$ cat src/rtl/toggle_req_gen.sv
// toggle_req_gen
//
// Front end for a T flip-flop. A raw, bouncy push-button level is first
// synchronized and then debounced. Each press that qualifies produces
// exactly one single-cycle T pulse. Holding the button or letting it bounce
// never produces a second pulse for the same press.
//
// Parameters:
//   DEB_CYC    number of consecutive stable synchronized cycles needed to
//              qualify a press or a release (2..65535)
//   CNT_W      width of press_cnt
//
// Ports:
//   clk        single clock; all state changes on its rising edge
//   rst        synchronous, active-high reset
//   btn_in     raw asynchronous button level (1 = pressed)
//   en         pulse enable; when 0, the pulse and the count are suppressed
//   T          registered toggle-request pulse, one cycle per qualified press
//   held       registered; 1 while a press is qualified and not yet released
//   press_cnt  number of emitted T pulses, wraps modulo 2^CNT_W
`timescale 1ns/1ps

module toggle_req_gen #(
  parameter int unsigned DEB_CYC = 4,
  parameter int unsigned CNT_W   = 8
) (
  input  logic             clk,
  input  logic             rst,
  input  logic             btn_in,
  input  logic             en,
  output logic             T,
  output logic             held,
  output logic [CNT_W-1:0] press_cnt
);

  typedef enum logic [1:0] {
    IDLE      = 2'd0,
    PRESS_CHK = 2'd1,
    PRESSED   = 2'd2,
    REL_CHK   = 2'd3
  } state_t;

  // The debounce counter compares against DEB_CYC-1 because the counter is
  // already 1 on the first cycle spent in a check state.
  localparam logic [15:0]      CNT_LAST  = 16'(DEB_CYC - 1);
  localparam logic [15:0]      CNT_ONE   = 16'd1;
  localparam logic [CNT_W-1:0] PRESS_ONE = CNT_W'(1);

  logic        s1;
  logic        s2;
  state_t      state;
  state_t      state_nxt;
  logic [15:0] cnt;
  logic [15:0] cnt_nxt;
  logic        qualify;
  logic        t_nxt;
  logic        held_nxt;

  // State register, synchronizer, and all registered outputs.
  always_ff @(posedge clk) begin
    if (rst) begin
      s1        <= 1'b0;
      s2        <= 1'b0;
      state     <= IDLE;
      cnt       <= '0;
      T         <= 1'b0;
      held      <= 1'b0;
      press_cnt <= '0;
    end else begin
      s1    <= btn_in;
      s2    <= s1;
      state <= state_nxt;
      cnt   <= cnt_nxt;
      T     <= t_nxt;
      held  <= held_nxt;
      if (t_nxt) begin
        press_cnt <= press_cnt + PRESS_ONE;
      end
    end
  end

  // Next-state logic. Only the synchronized level s2 is looked at, so the
  // raw input never reaches any decision directly.
  always_comb begin
    state_nxt = state;
    cnt_nxt   = '0;
    qualify   = 1'b0;
    case (state)
      IDLE: begin
        if (s2) begin
          state_nxt = PRESS_CHK;
          cnt_nxt   = CNT_ONE;
        end
      end
      PRESS_CHK: begin
        if (!s2) begin
          state_nxt = IDLE;
        end else if (cnt == CNT_LAST) begin
          state_nxt = PRESSED;
          qualify   = 1'b1;
        end else begin
          cnt_nxt = cnt + CNT_ONE;
        end
      end
      PRESSED: begin
        if (!s2) begin
          state_nxt = REL_CHK;
          cnt_nxt   = CNT_ONE;
        end
      end
      REL_CHK: begin
        if (s2) begin
          state_nxt = PRESSED;
        end else if (cnt == CNT_LAST) begin
          state_nxt = IDLE;
        end else begin
          cnt_nxt = cnt + CNT_ONE;
        end
      end
      default: begin
        state_nxt = IDLE;
      end
    endcase
  end

  // Output decode. A press taken while en is low is still consumed by the
  // FSM; only the pulse and the count are suppressed. held is decoded from
  // the next state so that it rises on the same edge as T.
  always_comb begin
    t_nxt    = qualify & en;
    held_nxt = (state_nxt == PRESSED) || (state_nxt == REL_CHK);
  end

endmodule

$ cat config.mk
export PLATFORM = sky130hd
export DESIGN_NAME = toggle_req_gen
export DESIGN_NICKNAME = d
export VERILOG_FILES = /design/src/rtl/toggle_req_gen.sv
export SDC_FILE = /design/constraint.sdc
export NUM_CORES = 1
export LEC_CHECK = 0
export ABC_CLOCK_PERIOD_IN_PS = 5100
export CAP_MARGIN = 20
export CORE_ASPECT_RATIO = 1.1
export CORE_MARGIN = 5
export CORE_UTILIZATION = 55
export DETAILED_ROUTE_END_ITERATION = 7
export HOLD_SLACK_MARGIN = 0.06
export PLACE_DENSITY = 0.77
export SYNTH_ARGS = -nofsm -noshare
export SYNTH_HDL_FRONTEND = slang
export SYNTH_SLANG_ARGS = --single-unit
$ cat constraint.sdc
create_clock -name clk -period 5.1 [get_ports clk]
set_input_delay 1.53 -clock clk [delete_from_list [all_inputs] [get_ports clk]]
set_output_delay 1.53 -clock clk [all_outputs]
set_load 0.01 [all_outputs]
==> run metrics <==
largest net degree at the start of global routing=20; Synth cell types=29; GRT Util Overall=15.7%; Hold Path Cell Cnt=1; Core ar.=2450 um^2; Starting Density=a little under three fifths; Die Area=about 3600 um^2; # diodes=0; area grow syn2layout=11.5%; post-synth top area share=43.7%; WS Path Type=in -> reg; via count=1120; vias in the first global route=1081; Slowest cell on crit path=nor4_1; hpwl dp=~1800 um; max cap viols=0; Die Y=roughly 62 um; slew margin rel.=about three fifths; crit-path max FO=15; Syn Inst Count=about 150; hold-fix buffer count after cts=0; H-tree Lvls=2; setup bufs post-CTS=0; clock sink count=30; Max Clock Freq=330 MHz; Data arrival, critical path=3240 ps; LEAKAGE=between 0.0004 and 0.0005 uW; gr ovfl total=0; Mapped Area=1370 um^2; CP top delay family=simple AND/OR/NAND/NOR gates; Hold WC Path Type=reg -> reg; CP max stage delay=470 ps; DR vias/cell=5.66; TritonCTS Buffers=5; clock skew=around 4.4 ps; Synth warnings=0; DRC Markers=0; routed len/inst=12.9 um; P per Cell Area=242 nW/um^2; Final Critical Period=approximately 3000 ps; RD Place Congestion=0.789; ANT nets after route=0; initial antenna violation count=0; I/O Pins=14; Port Buf Inserts=13; CTS resizes=0; Worst-Skew Late Latency=320 ps; post-synth net total=160; TritonCTS clock tree=yes; overall power=370 uW; crit path capture type=flop; Levels on crit path=4; clock buffer depth=2; setup_tns=0 ps; fin util=62.5%; ranking of synthesized cells by area=dfxtp_1, xnor2_1, nor2_1; area leader, netlist=dfxtp_1; Final Cycle Share=between 50 and 60%; Yosys reg bits=30; R2R cell count=5; Post-Syn Area per Cell=8.92 um^2; Bufs and invs on worst path=1; worst path required time=5310 ps; router iterations before antenna repair=4; share of cells above drive strength 1=4.19%; final hold vios=0; routed wire length=roughly 2500 um; Final setup viols=0; clk slew on worst S/H paths=90 ps; first-pass GRT wire length=4570 um; maximum vdd drop=0.221 mV; Nets=173; initial drt markers=37; Slew Viols, Final=0; Worst-Margin Slew=~600 ps; Die Width=approximately 58 um; CP cell instances=clkdlybuf4s50_1, nand4b_1, nor4_1, mux2_1; status=finished, final reports clean; CTS Root Cell=clkbuf_4; startpoint types=primary input; Rows=19; RSZ-0062 raised after global routing=false; sequential area share after synthesis=43.7%
Yosys cell counts:
cell and count:
buf_6 3, a21oi_1 6, or3_1 1, or4_1 4, nand4b_1 1, and3_1 2, nor4_2 1, nor2_1 20
nor4_1 10, o41ai_1 1, nor2b_1 5, o21ai_0 2, nand3_1 8, nor3_1 9, inv_1 7, mux2_1 2
xor2_1 1, ha_1 2, nor3b_1 1, nand2_1 6, o31ai_1 4, buf_4 1, nand2b_1 2, buf_2 3
mux2i_1 2, nand4_1 5, dfxtp_1 30, xnor2_1 14, nor4b_2 1
flip-flops by register name, indices dropped and copies added, names as in the netlist:
name       count
state          2
s2             1
s1             1
T              1
cnt           16
press_cnt      8
held           1
worst paths after layout:
check              start      endpoint  slack [ps]
setup / recovery      en  press_cnt[5]        2070
hold / removal        s1            s2         470
setup reg to reg  cnt[0]  press_cnt[5]        3060
hold reg to reg       s1            s2         470
per-layer routing:
metal  GRT usage (%)  share of wire, %  up-vias  wire length, um
li1                -                 -      569                -
met1            17.4                46      525             1170
met2            27.3                50       20             1260
met3            5.17               3.1        6               78
met4            5.51               1.6        0               41
met5               0                 0        -                0
cell type report:
type	count	area, um^2
Multi-Input combinational cell	110	691
Tap cell	31	38.8
Clock buffer	7	45.0
Inverter	7	26.3
Fill cell	215	917
Sequential cell	30	601
Timing Repair Buffer	13	130
logic make-up after synthesis:
kind of cell,Yosys count,share of synthesized area (%)
adder cells (fa/ha/maj),2,1.82
flip-flops,30,43.7
multiplexers,4,3.10
AO/OA/AOI/OAI,13,5.74
AND/OR/NAND/NOR,76,30.1
buffers and inverters,14,6.01
XOR/XNOR,15,9.56
cells in the final DEF (no fill, tap or decap), types with 2 or more instances in the layout:
master	synthesis	layout
o21ai_0	2	2
a21oi_1	6	6
clkdlybuf4s50_1	0	13
clkbuf_1	0	2
nor2_1	20	20
ha_1	2	2
nand2_1	6	6
nor4_1	10	10
nand2b_1	2	2
clkbuf_4	0	5
xnor2_1	14	14
nand3_1	8	8
nor3_1	9	9
dfxtp_1	30	30
nor2b_1	5	5
mux2_1	2	2
and3_1	2	2
or4_1	4	4
nand4_1	5	5
inv_1	7	7
mux2i_1	2	2
o31ai_1	4	4
power by group:
group	total (uW)	internal, uW	switching (uW)
logic	6.56	3.28	3.28
clock network	128	51.9	75.8
registers	236	235	0.664
through the flow:
step	setup slack (ps)	cell area, um^2	hold WS (ps)	instances
after global placement	1840	1490	422	191
after CTS	2090	1530	470	198
final	2070	1530	466	198
after floorplan	2630	1370	414	154
after detailed placement	1750	1490	458	191
after global routing	1950	1530	485	198
(Power assumes the default switching activity.)
